File: src/rtl/udp_pkg.sv
// rtl/udp_pkg.sv - shared states and constants for the UDP/IPv4/Ethernet transmitter
package udp_pkg;

    typedef enum logic [3:0] {
        S_IDLE,
        S_CSUM1,
        S_CSUM2,
        S_PREAMBLE,
        S_SFD,
        S_ETH_HDR,
        S_IP_HDR,
        S_UDP_HDR,
        S_PAYLOAD,
        S_PAD,
        S_FCS,
        S_IFG
    } udp_state_e;

    localparam logic [15:0] ETHERTYPE_IPV4  = 16'h0800;
    localparam logic [7:0]  PROTO_UDP       = 8'h11;
    localparam logic [7:0]  PREAMBLE        = 8'h55;
    localparam logic [7:0]  SFD             = 8'hD5;
    localparam logic [10:0] MAX_PAYLOAD     = 11'd1472;
    localparam logic [10:0] MIN_ETH_PAYLOAD = 11'd46;
    localparam logic [10:0] IFG_CYCLES      = 11'd12;
    localparam logic [10:0] IP_UDP_HDR_LEN  = 11'd28;
    localparam logic [31:0] CRC_POLY        = 32'hEDB88320;
    localparam logic [31:0] CRC_INIT        = 32'hFFFFFFFF;

endpackage

File: src/rtl/crc32_eth.sv
// rtl/crc32_eth.sv - byte-wise reflected Ethernet CRC-32 accumulator (raw register, not inverted)
module crc32_eth
    import udp_pkg::*;
(
    input  logic        clk,
    input  logic        rst,
    input  logic        init,
    input  logic        en,
    input  logic [7:0]  data,
    output logic [31:0] crc
);

    logic [31:0] crc_q;
    logic [31:0] crc_d;

    always_comb begin
        crc_d = crc_q;
        if (en) begin
            crc_d = crc_q ^ {24'd0, data};
            for (int i = 0; i < 8; i++) begin
                crc_d = crc_d[0] ? ((crc_d >> 1) ^ CRC_POLY) : (crc_d >> 1);
            end
        end
    end

    always_ff @(posedge clk) begin
        if (rst || init) begin
            crc_q <= CRC_INIT;
        end else begin
            crc_q <= crc_d;
        end
    end

    assign crc = crc_q;

endmodule

File: src/rtl/udp_tx.sv
// rtl/udp_tx.sv - builds and streams one UDP/IPv4/Ethernet frame per start request
module udp_tx
    import udp_pkg::*;
#(
    parameter logic [47:0] SRC_MAC  = 48'h02_00_00_00_00_01,
    parameter logic [47:0] DST_MAC  = 48'hFF_FF_FF_FF_FF_FF,
    parameter logic [31:0] SRC_IP   = {8'd192, 8'd168, 8'd1, 8'd10},
    parameter logic [31:0] DST_IP   = {8'd192, 8'd168, 8'd1, 8'd20},
    parameter logic [15:0] SRC_PORT = 16'd5000,
    parameter logic [15:0] DST_PORT = 16'd5001,
    parameter logic [7:0]  TTL      = 8'd64
) (
    input  logic        main_clk,
    input  logic        main_rst,
    input  logic        start,
    input  logic [10:0] tx_len,
    input  logic [7:0]  pay_byte,
    input  logic        pay_valid,
    output logic        pay_ready,
    output logic [7:0]  eth_byte,
    output logic        eth_valid,
    input  logic        eth_ready,
    output logic        busy,
    output logic        done,
    output logic        len_err
);

    // Header words that never change; only total_len and ident are added per frame.
    localparam logic [19:0] CONST_SUM = 20'h04500 + 20'h04000
                                      + {4'd0, TTL, PROTO_UDP}
                                      + {4'd0, SRC_IP[31:16]} + {4'd0, SRC_IP[15:0]}
                                      + {4'd0, DST_IP[31:16]} + {4'd0, DST_IP[15:0]};
    localparam logic [10:0] PAD_LIMIT = MIN_ETH_PAYLOAD - IP_UDP_HDR_LEN;

    udp_state_e   state_q, state_d;
    logic [10:0]  cnt_q, cnt_d;
    logic [10:0]  len_q, len_d;
    logic [19:0]  sum_q, sum_d;
    logic [335:0] hdr_q, hdr_d;
    logic [7:0]   eth_byte_q, eth_byte_d;
    logic         eth_valid_q, eth_valid_d;
    logic         busy_q, busy_d;
    logic         done_q, done_d;
    logic         len_err_q, len_err_d;
    logic [15:0]  ident_q, ident_d;

    logic         adv;
    logic [15:0]  total_len;
    logic [15:0]  udp_len;
    logic [16:0]  fold1;
    logic [15:0]  fold2;
    logic [15:0]  ip_csum;
    logic [31:0]  crc_val;
    logic [31:0]  crc_fcs;
    logic         crc_init;
    logic         crc_en;
    logic [7:0]   crc_data;

    crc32_eth u_crc (
        .clk  (main_clk),
        .rst  (main_rst),
        .init (crc_init),
        .en   (crc_en),
        .data (crc_data),
        .crc  (crc_val)
    );

    always_comb begin
        adv       = !eth_valid_q || eth_ready;
        total_len = {5'd0, len_q} + {5'd0, IP_UDP_HDR_LEN};
        udp_len   = {5'd0, len_q} + 16'd8;
        fold1     = {1'b0, sum_q[15:0]} + {13'd0, sum_q[19:16]};
        fold2     = fold1[15:0] + {15'd0, fold1[16]};
        ip_csum   = ~fold2;
        crc_fcs   = ~crc_val;

        state_d     = state_q;
        cnt_d       = cnt_q;
        len_d       = len_q;
        sum_d       = sum_q;
        hdr_d       = hdr_q;
        eth_byte_d  = eth_byte_q;
        eth_valid_d = eth_valid_q;
        done_d      = 1'b0;
        len_err_d   = 1'b0;
        ident_d     = ident_q;
        crc_init    = 1'b0;
        crc_en      = 1'b0;

        // A slot that is free and not refilled below becomes a bubble.
        if (adv) eth_valid_d = 1'b0;

        case (state_q)
            S_IDLE: begin
                if (start) begin
                    if (tx_len != 11'd0 && tx_len <= MAX_PAYLOAD) begin
                        len_d    = tx_len;
                        crc_init = 1'b1;
                        state_d  = S_CSUM1;
                    end else begin
                        len_err_d = 1'b1;
                    end
                end
            end
            S_CSUM1: begin
                sum_d   = CONST_SUM + {4'd0, total_len} + {4'd0, ident_q};
                state_d = S_CSUM2;
            end
            S_CSUM2: begin
                hdr_d = {DST_MAC, SRC_MAC, ETHERTYPE_IPV4,
                         8'h45, 8'h00, total_len, ident_q, 16'h4000, TTL, PROTO_UDP,
                         ip_csum, SRC_IP, DST_IP,
                         SRC_PORT, DST_PORT, udp_len, 16'h0000};
                cnt_d   = '0;
                state_d = S_PREAMBLE;
            end
            S_PREAMBLE: begin
                if (adv) begin
                    eth_byte_d  = PREAMBLE;
                    eth_valid_d = 1'b1;
                    cnt_d       = cnt_q + 11'd1;
                    if (cnt_q == 11'd6) begin
                        cnt_d   = '0;
                        state_d = S_SFD;
                    end
                end
            end
            S_SFD: begin
                if (adv) begin
                    eth_byte_d  = SFD;
                    eth_valid_d = 1'b1;
                    state_d     = S_ETH_HDR;
                end
            end
            S_ETH_HDR, S_IP_HDR, S_UDP_HDR: begin
                if (adv) begin
                    eth_byte_d  = hdr_q[335:328];
                    eth_valid_d = 1'b1;
                    crc_en      = 1'b1;
                    hdr_d       = {hdr_q[327:0], 8'h00};
                    cnt_d       = cnt_q + 11'd1;
                    if (state_q == S_ETH_HDR && cnt_q == 11'd13) begin
                        cnt_d   = '0;
                        state_d = S_IP_HDR;
                    end else if (state_q == S_IP_HDR && cnt_q == 11'd19) begin
                        cnt_d   = '0;
                        state_d = S_UDP_HDR;
                    end else if (state_q == S_UDP_HDR && cnt_q == 11'd7) begin
                        cnt_d   = '0;
                        state_d = S_PAYLOAD;
                    end
                end
            end
            S_PAYLOAD: begin
                if (adv && pay_valid) begin
                    eth_byte_d  = pay_byte;
                    eth_valid_d = 1'b1;
                    crc_en      = 1'b1;
                    cnt_d       = cnt_q + 11'd1;
                    if (cnt_q == len_q - 11'd1) begin
                        // Short payloads keep counting through PAD up to the 46-byte minimum.
                        if (len_q < PAD_LIMIT) begin
                            state_d = S_PAD;
                        end else begin
                            cnt_d   = '0;
                            state_d = S_FCS;
                        end
                    end
                end
            end
            S_PAD: begin
                if (adv) begin
                    eth_byte_d  = 8'h00;
                    eth_valid_d = 1'b1;
                    crc_en      = 1'b1;
                    cnt_d       = cnt_q + 11'd1;
                    if (cnt_q == PAD_LIMIT - 11'd1) begin
                        cnt_d   = '0;
                        state_d = S_FCS;
                    end
                end
            end
            S_FCS: begin
                if (adv) begin
                    eth_byte_d  = crc_fcs[{cnt_q[1:0], 3'b000} +: 8];
                    eth_valid_d = 1'b1;
                    cnt_d       = cnt_q + 11'd1;
                    if (cnt_q == 11'd3) begin
                        cnt_d   = '0;
                        state_d = S_IFG;
                    end
                end
            end
            S_IFG: begin
                if (eth_valid_q) begin
                    if (eth_ready) begin
                        done_d  = 1'b1;
                        ident_d = ident_q + 16'd1;
                    end
                end else if (cnt_q == IFG_CYCLES - 11'd1) begin
                    cnt_d   = '0;
                    state_d = S_IDLE;
                end else begin
                    cnt_d = cnt_q + 11'd1;
                end
            end
            default: begin
                state_d = S_IDLE;
            end
        endcase

        busy_d   = (state_d != S_IDLE);
        crc_data = eth_byte_d;
    end

    always_ff @(posedge main_clk) begin
        if (main_rst) begin
            state_q     <= S_IDLE;
            cnt_q       <= '0;
            len_q       <= '0;
            sum_q       <= '0;
            hdr_q       <= '0;
            eth_byte_q  <= 8'h00;
            eth_valid_q <= 1'b0;
            busy_q      <= 1'b0;
            done_q      <= 1'b0;
            len_err_q   <= 1'b0;
            ident_q     <= '0;
        end else begin
            state_q     <= state_d;
            cnt_q       <= cnt_d;
            len_q       <= len_d;
            sum_q       <= sum_d;
            hdr_q       <= hdr_d;
            eth_byte_q  <= eth_byte_d;
            eth_valid_q <= eth_valid_d;
            busy_q      <= busy_d;
            done_q      <= done_d;
            len_err_q   <= len_err_d;
            ident_q     <= ident_d;
        end
    end

    assign pay_ready = (state_q == S_PAYLOAD) && adv;
    assign eth_byte  = eth_byte_q;
    assign eth_valid = eth_valid_q;
    assign busy      = busy_q;
    assign done      = done_q;
    assign len_err   = len_err_q;

endmodule

File: config.mk
export PLATFORM = sky130hd
export DESIGN_NAME = udp_tx
export DESIGN_NICKNAME = d
export VERILOG_FILES = /design/src/rtl/udp_pkg.sv /design/src/rtl/crc32_eth.sv /design/src/rtl/udp_tx.sv
export SDC_FILE = /design/constraint.sdc
export NUM_CORES = 1
export LEC_CHECK = 0
export ABC_AREA = 1
export BUFFER_PORTS_ARGS = -buffer_cell sky130_fd_sc_hd__buf_2
export CAP_MARGIN = 5
export CORE_ASPECT_RATIO = 1.5
export CORE_MARGIN = 3
export CORE_UTILIZATION = 55
export CTS_BUF_LIST = sky130_fd_sc_hd__clkbuf_8
export DETAILED_ROUTE_END_ITERATION = 12
export PLACE_DENSITY = 0.76
export SLEW_MARGIN = 40
export SYNTH_ARGS = -nofsm -noshare
export SYNTH_HDL_FRONTEND = slang
export SYNTH_SLANG_ARGS = --single-unit
File: constraint.sdc
create_clock -name main_clk -period 3.59 [get_ports main_clk]
set_input_delay 0.5385 -clock main_clk [delete_from_list [all_inputs] [get_ports main_clk]]
set_output_delay 0.5385 -clock main_clk [all_outputs]
set_load 0.02 [all_outputs]
==> flow_metrics.py, run 1 <==
metrics = {
    "clock_tree": {
        "tritoncts": "built",
        "htreeDepth": 2,
        "cts_sinks": 424,
        "clockRootBuffer": "clkbuf_8",
        "ctsResizeCount": 0,
        "path_clk_slew_ns": 0.07,
        "numCtsBuffers": 61,
        "cts_hold_buf": 0,
        "clk_latency_ns": 0.66,
        "post_cts_buffers": 0,
        "cts.path.max_buffers": 3,
    },
    "placement": {
        "portBuffers": 36,
        "gp_congestion": 0.952,
        "dp_slack_ns": 0.259,
        "dp.cells": 3268,
        "post-dp-hpwl_um": 35000,
    },
    "final_layout": {
        "drive_above_1_share_pct": 8.03,
        "fillers": 3334,
        "multi_input_area_um2": 10200,
        "area_delta_synth_final_pct": 9.48,
        "register_area_um2": 8490,
        "fin_nets": 2919,
        "layout_commonest_cell": "nand2_1",
        "final_cell_mix": "nand2_1 (563), dfxtp_1 (424), a21oi_1 (400)",
        "fin_cells": 3383,
    },
    "detailed_routing": {
        "wl_per_cell_um": 16.0,
        "wl_um": 54000,
        "vias": 19100,
        "drt_first_pass_iters": 5,
        "ant_nets": 0,
        "routed_via_density": 5.66,
        "drtIter0Drc": 1801,
        "post-route-drc-count": 0,
    },
    "floorplan": {
        "die_w_um": 162,
        "io_pins": 37,
        "dieArea_um2": 39000,
        "die_h_um": 240,
        "start_util_pct": 55.9,
        "core_area_um2": 36100,
        "num_rows": 85,
    },
    "hold_path": {
        "hold_depth": 3,
        "min_to": "len_q[8]",
        "min-delay-start": "tx_len[8]",
        "worstHoldPathType": "in2reg",
    },
    "setup_path": {
        "arrival_ns": 3.87,
        "required_ns": 4.15,
        "regToRegSetupSlack_ns": 0.28,
        "setup.worst_path.class": "reg2reg",
        "critPathLaunchType": "register",
        "rr_worst_depth": 15,
        "cp-end-kind": "register",
        "r2r-end": "sum_q[14]",
        "r2r_start": "len_q[3]",
        "worstPathMaxFanout": 7,
    },
    "timing": {
        "worst_slew_pin_slew_ns": 0.820,
        "finClkSkew_ns": 0.0373,
        "tns_ns": 0,
        "min_period_ns": 3.31,
        "fmax_mhz": 302,
        "hold_viol_final": 0,
        "rsz0062_at_grt": "no",
        "setup_viol": 0,
        "layout_setup_ws_ns": 0.280,
        "hold_ws_ns": 0.210,
        "period_share_pct": 92.2,
        "drv_slew": 0,
        "slew_headroom_pct": 45.3,
    },
    "logic_synthesis": {
        "syn_area_per_cell_um2": 6.98,
        "synth.yosys.seq_area_share_pct": 42.1,
        "synth_edf_count": 0,
        "async_reset_ff_share_pct": 0,
        "synth.distinct_cells": 51,
        "yosysWarningCount": 0,
        "netlist_area_um2": 20100,
        "synthCells": 2888,
        "ys.flop_type": "dfxtp_1",
        "synth-seq-cells": 424,
        "syn_nets": 2954,
    },
    "global_route": {
        "grt_max_degree": 175,
        "track_usage_pct": 27.0,
        "antenna_found_initial": 3,
        "grt_pass1_vias": 17900,
        "grt_pass1_wl_um": 88200,
        "overflow": 0,
    },
    "status": {
        "status": "finished clean",
    },
    "pwr": {
        "p_total_uw": 12400,
        "ir_drop_uv": 317,
        "p_per_area_nw_per_um2": 564,
        "p_leak_uw": 0.00953,
    },
    "job": {
        "maxCapViolations": 0,
    },
}
[cell families after synthesis]
logic type               count (synthesis)  synth area share, %
XOR/XNOR                                62                 2.70
AND/OR/NAND/NOR                       1112                 23.0
flip-flops                             424                 42.1
buffers and inverters                  389                 7.42
adder cells (fa/ha/maj)                 42                 2.68
AO/OA/AOI/OAI                          859                 22.0
[stage by stage]
| step | cell area [um2] | util, % |
|---|---|---|
| 2_1_floorplan | 20100 | - |
| 3_3_place_gp | 20600 | 57.3 |
| 3_5_place_dp | 20700 | 57.3 |
| 4_1_cts | 22000 | 61.1 |
| 5_1_grt | 22100 | 61.2 |
| 6_report | 22100 | 61.2 |
[report_power, final]
| part | leakage [uW] | total [uW] | switching [uW] | internal (uW) |
|---|---|---|---|---|
| Clock | 0.000754 | 4160 | 1920 | 2230 |
| Combinational | 0.00532 | 2590 | 1710 | 874 |
| Sequential | 0.00346 | 5700 | 350 | 5350 |
[per-layer routing]
metal | GRT usage, % | part of all wire [%] | up-vias
met5 | 0 | 0 | -
met4 | 14.4 | 5.0 | 0
met3 | 4.53 | 5.1 | 171
met2 | 44.8 | 48 | 591
met1 | 33.5 | 42 | 8853
li1 | - | - | 9529
[sequential cells by signal, indices dropped and copies added (netlist names)]
| name | cells |
|---|---|
| eth_valid | 1 |
| ident_q | 16 |
| len_err | 1 |
| busy | 1 |
| cnt_q | 11 |
| eth_byte | 8 |
| u_crc.crc | 32 |
| hdr_q | 320 |
| done | 1 |
| len_q | 11 |
| sum_q | 18 |
| state_q | 4 |
[cell usage after synthesis (all sizes together) (2+ instances only)]
| cell | n | area share, % |
|---|---|---|
| nand2 | 583 | 11 |
| dfxtp | 424 | 42 |
| a21oi | 403 | 10 |
| o21ai | 397 | 9.9 |
| nor2 | 301 | 5.8 |
| inv | 208 | 3.9 |
| nand3 | 166 | 4.2 |
| clkbuf | 148 | 2.8 |
| xor2 | 53 | 2.3 |
| ha | 40 | 2.5 |
| buf | 30 | 0.73 |
| nor3 | 25 | 0.62 |
| a31oi | 22 | 0.68 |
| nand4 | 21 | 0.65 |
| o211ai | 16 | 0.60 |
| xnor2 | 9 | 0.39 |
| nor4 | 7 | 0.28 |
| a211oi | 5 | 0.19 |
| or2 | 4 | 0.12 |
| clkinv | 3 | 0.056 |
| o21bai | 3 | 0.11 |
| a21boi | 2 | 0.093 |
| a22oi | 2 | 0.099 |
| fa | 2 | 0.20 |
| nand2b | 2 | 0.062 |
| o22ai | 2 | 0.062 |
[worst max-delay path: stages (launching register included)]
cell     delay (ns)
dfxtp_1        0.38
inv_1          0.16
ha_1           0.26
nand2_1        0.10
inv_1          0.06
nor2_1         0.14
nand3_1        0.14
nor2_1         0.14
xor2_1         0.23
ha_1           0.27
ha_1           0.37
nand2_1        0.10
o41ai_1        0.55
o21ai_0        0.13
a21oi_1        0.13
nor2_1         0.05
[worst max path at each step]
stage	cells after the start	endpoint	startpoint	slack [ns]
2_1_floorplan	20	hdr_q[139]	sum_q[0]	0.38
3_3_place_gp	15	sum_q[14]	len_q[3]	0.37
3_5_place_dp	20	hdr_q[139]	sum_q[0]	0.26
4_1_cts	20	hdr_q[139]	sum_q[16]	0.24
5_1_grt	23	hdr_q[136]	sum_q[0]	0.01
6_report	15	sum_q[14]	len_q[3]	0.28
[layout make-up]
class                   instances  area share [%]
repair buffers                 80            2.75
flip-flops and latches        424            38.5
clock buffers                  84            5.24
diodes                          3          0.0340
clock inverters                28           0.896
inverters                     211            3.65
multi-input cells            2075            46.2
well taps                     478            2.71
No activity file was read; power rests on OpenSTA's default activity.
==> inputs of run 2 (changes only) <==
--- a/config.mk
+++ b/config.mk
@@ -5,7 +5,7 @@
 export SDC_FILE = /design/constraint.sdc
 export NUM_CORES = 1
 export LEC_CHECK = 0
-export ABC_AREA = 1
+export ABC_AREA = 0
 export BUFFER_PORTS_ARGS = -buffer_cell sky130_fd_sc_hd__buf_2
 export CAP_MARGIN = 5
 export CORE_ASPECT_RATIO = 1.5
==> constraint.sdc (replaced) <==
create_clock -name main_clk -period 3.3 [get_ports main_clk]
set_input_delay 0.495 -clock main_clk [delete_from_list [all_inputs] [get_ports main_clk]]
set_output_delay 0.495 -clock main_clk [all_outputs]
set_load 0.02 [all_outputs]
==> run 2 against run 1 <==
  * Register-to-register slack lost 0.14 ns
  * Flip-flop and latch count is the same
  * Maximum frequency grew 4.6%
  * Synthesized cell count shrank 15%
  * Critical path depth shrank 6
  * Core utilization grew 1.2 points
  * Cell count shrank 13%
  * Final area shrank 0.66%
  * Critical path type unchanged
==> flow_metrics.py, run 2 <==
metrics = {
    "job": {
        "maxCapViolations": 0,
    },
    "timing": {
        "hold_ws_ns": 0.130,
        "fmax_mhz": 316,
        "worst_slew_pin_slew_ns": 0.786,
        "tns_ns": 0,
        "rsz0062_at_grt": "yes",
        "period_share_pct": 95.9,
        "hold_viol_final": 0,
        "setup_viol": 0,
        "drv_slew": 0,
        "min_period_ns": 3.16,
        "slew_headroom_pct": 47.6,
        "finClkSkew_ns": 0.0430,
    },
    "floorplan": {
        "die_h_um": 237,
        "die_w_um": 160,
        "io_pins": 37,
        "start_util_pct": 55.8,
        "core_area_um2": 35100,
        "dieArea_um2": 38000,
        "num_rows": 84,
    },
    "global_route": {
        "track_usage_pct": 23.9,
        "gr-usage-met2_pct": 40.0,
        "grt.met1_usage_pct": 31.3,
        "grt_pass1_wl_um": 78500,
        "grt_max_degree": 141,
        "antenna_found_initial": 0,
        "grt_pass1_vias": 16200,
        "met3_usage_pct": 3.57,
        "grt_busiest_layer": "met2",
        "overflow": 0,
    },
    "clock_tree": {
        "htreeDepth": 2,
        "numCtsBuffers": 60,
        "clockRootBuffer": "clkbuf_8",
        "tritoncts": "built",
        "cts.path.max_buffers": 3,
        "path_clk_slew_ns": 0.07,
        "clk_latency_ns": 0.65,
        "cts_hold_buf": 0,
        "cts_sinks": 424,
    },
    "setup_path": {
        "cpLargestDelayFamily": "compound AO/OA/AOI/OAI gates",
        "arrival_ns": 3.70,
        "setup.worst_path.class": "reg2reg",
        "cp-end-kind": "register",
        "critPathLaunchType": "register",
        "cpPeakStageDelay_ns": 0.55,
        "setup.worst_path.start": "state_q[2]",
        "critPathBufInv": 0,
        "required_ns": 3.84,
        "cp_common_cell": "xnor2_2",
        "cp_slowest_cell": "dfxtp_1",
        "r2r_start": "state_q[2]",
        "path_cells": "nand2b_1, o22ai_2, o211ai_2, a211oi_2, xnor2_2, xor3_2, xnor2_2, or4_1, o311a_1",
        "worstPathMaxFanout": 11,
    },
    "final_layout": {
        "layout_commonest_cell": "dfxtp_1",
        "area_delta_synth_final_pct": 11.9,
        "fillers": 3083,
        "fin_area_um2": 21900,
        "fin_nets": 2493,
        "num_antenna_cells": 0,
        "final_cell_mix": "dfxtp_1 (422), nand2_1 (328), a21oi_1 (260)",
        "drive_above_1_share_pct": 11.6,
        "top_register": "hdr_q",
        "largest_reg_flops": 320,
        "fin_cells": 2949,
    },
    "logic_synthesis": {
        "async_reset_ff_share_pct": 0,
        "syn_nets": 2510,
        "syn_area_per_cell_um2": 8.01,
        "synth-seq-cells": 424,
        "synth_top_area_share_pct": 43.3,
        "netlist_area_um2": 19600,
        "synth_xor_area_share_pct": 6.46,
        "synth.area.mux_share_pct": 1.69,
        "synth_edf_count": 0,
        "synth.most_common_cell": "dfxtp_1",
        "synthCells": 2444,
        "synth_top_family_by_area": "simple AND/OR/NAND/NOR gates",
        "synth.area.top_cells": "dfxtp_1 (43%), a21oi_1 (6.7%), nand2_1 (6.3%), nand3_1 (5.6%), nor3_1 (5.3%)",
        "yosysWarningCount": 0,
        "ys.flop_type": "dfxtp_1",
        "synth_compound_area_share_pct": 15.0,
        "synth.distinct_cells": 87,
        "synth.yosys.seq_area_share_pct": 43.3,
        "yosys.area_share.simple_pct": 25.8,
        "synthAdderAreaFrac_pct": 2.76,
        "ys_top_cells_by_count": "dfxtp_1 (424), nand2_1 (329), a21oi_1 (262), nor2_1 (222), nand3_1 (219)",
        "synth_area_leader_cell": "dfxtp_1",
    },
    "detailed_routing": {
        "wl_um": 46800,
        "routed_via_density": 5.81,
        "drt_first_pass_iters": 7,
        "drtIter0Drc": 1364,
        "post-route-drc-count": 0,
        "ant_nets": 0,
        "wl_per_cell_um": 15.9,
        "vias": 17100,
    },
    "pwr": {
        "power_frac_seq_pct": 46.8,
        "p_per_area_nw_per_um2": 547,
        "internal_power_uw": 8530,
        "power_switching_share_pct": 28.8,
        "switchingPower_uw": 3450,
        "pwr-share-clk_pct": 37.3,
        "ir_drop_uv": 419,
        "p_leak_uw": 0.00784,
        "comb_power_share_pct": 16.0,
    },
    "hold_path": {
        "min-delay-start": "tx_len[4]",
        "worstHoldPathType": "in2reg",
    },
    "placement": {
        "portBuffers": 36,
        "gp_congestion": 0.941,
        "dp.cells": 2837,
        "post-dp-hpwl_um": 29800,
        "placedInstanceArea_um2": 20400,
    },
    "status": {
        "status": "finished clean",
    },
}
## run 2: changes by cell type in the layout (fill, tap and decap cells not counted), moves of 23 or more
cell      delta
o21ai_0    -345
nand2_1    -235
nor3_1     +182
inv_1      -154
a21oi_1    -140
nor2_1      -71
nand3_1     +57
xnor2_1     +56
buf_4       +38
a311oi_1    +23
## run 2: path summary, 6_finish.rpt
check	endpoint	depth (start not counted)	slack [ns]
max	u_crc.crc[20]	9	0.14
min	len_q[4]	3	0.13
max reg2reg	u_crc.crc[20]	9	0.14
min reg2reg	hdr_q[258]	2	0.45
## run 2: final cells by class
| cell class | count | area [um2] | area share [%] |
|---|---|---|---|
| clock buffers | 76 | 1050 | 4.77 |
| clock inverters | 35 | 284 | 1.30 |
| inverters | 48 | 180 | 0.822 |
| multi-input cells | 1769 | 10300 | 46.9 |
| flip-flops and latches | 424 | 8490 | 38.7 |
| well taps | 473 | 592 | 2.70 |
| repair buffers | 124 | 1050 | 4.77 |
## run 2: timing repair
item / in CTS / in global routing
gates cloned: 0 / 1
pin swaps: 0 / 3
hold endpoints to repair: 0 / 0
endpoints found under the setup margin: 2 / 303
resized for setup: 1 / 26
buffers inserted: 0 / 0
## run 2: worst register-to-register path: stages, from the launching register on
cell and delay, ns:
dfxtp_1 0.55, nand2b_1 0.23, o22ai_2 0.30, o211ai_2 0.16, a211oi_2 0.34, xnor2_2 0.19, xor3_2 0.55, xnor2_2 0.18
or4_1 0.41, o311a_1 0.13
## run 2: stage by stage
step	worst slack (ns)	utilization, %	power, uW
6_report	0.135	62.4	12000
5_1_grt	-0.0343	62.4	12600
4_1_cts	0.00341	62.0	12100
3_5_place_dp	0.0137	58.2	7580
3_3_place_gp	0.0901	58.1	7540
2_1_floorplan	0.0808	-	7040
## run 2: routing by layer
layer	up-vias	wire length (um)
met3	134	2250
met2	475	22800
met5	-	0
met1	8063	20200
li1	8447	-
met4	0	1540
## run 2: cells by family (layout without fill, tap and decap cells)
group,count (synthesis),count (layout)
buffers and inverters,251,283
muxes,23,23
xor gates and xnor gates,126,126
AOI/OAI and AO/OA,478,478
adders and majority gates,42,42
DFF,424,424
and+or+nand+nor,1100,1100
## run 2: power groups by stage
stage | sequential, uW | combinational, uW | clock, uW
3_3_place_gp | 5700 | 1840 | 0
3_5_place_dp | 5710 | 1870 | 0
2_1_floorplan | 5650 | 1390 | 0
5_1_grt | 5630 | 2140 | 4800
4_1_cts | 5600 | 1890 | 4570
6_report | 5600 | 1910 | 4470
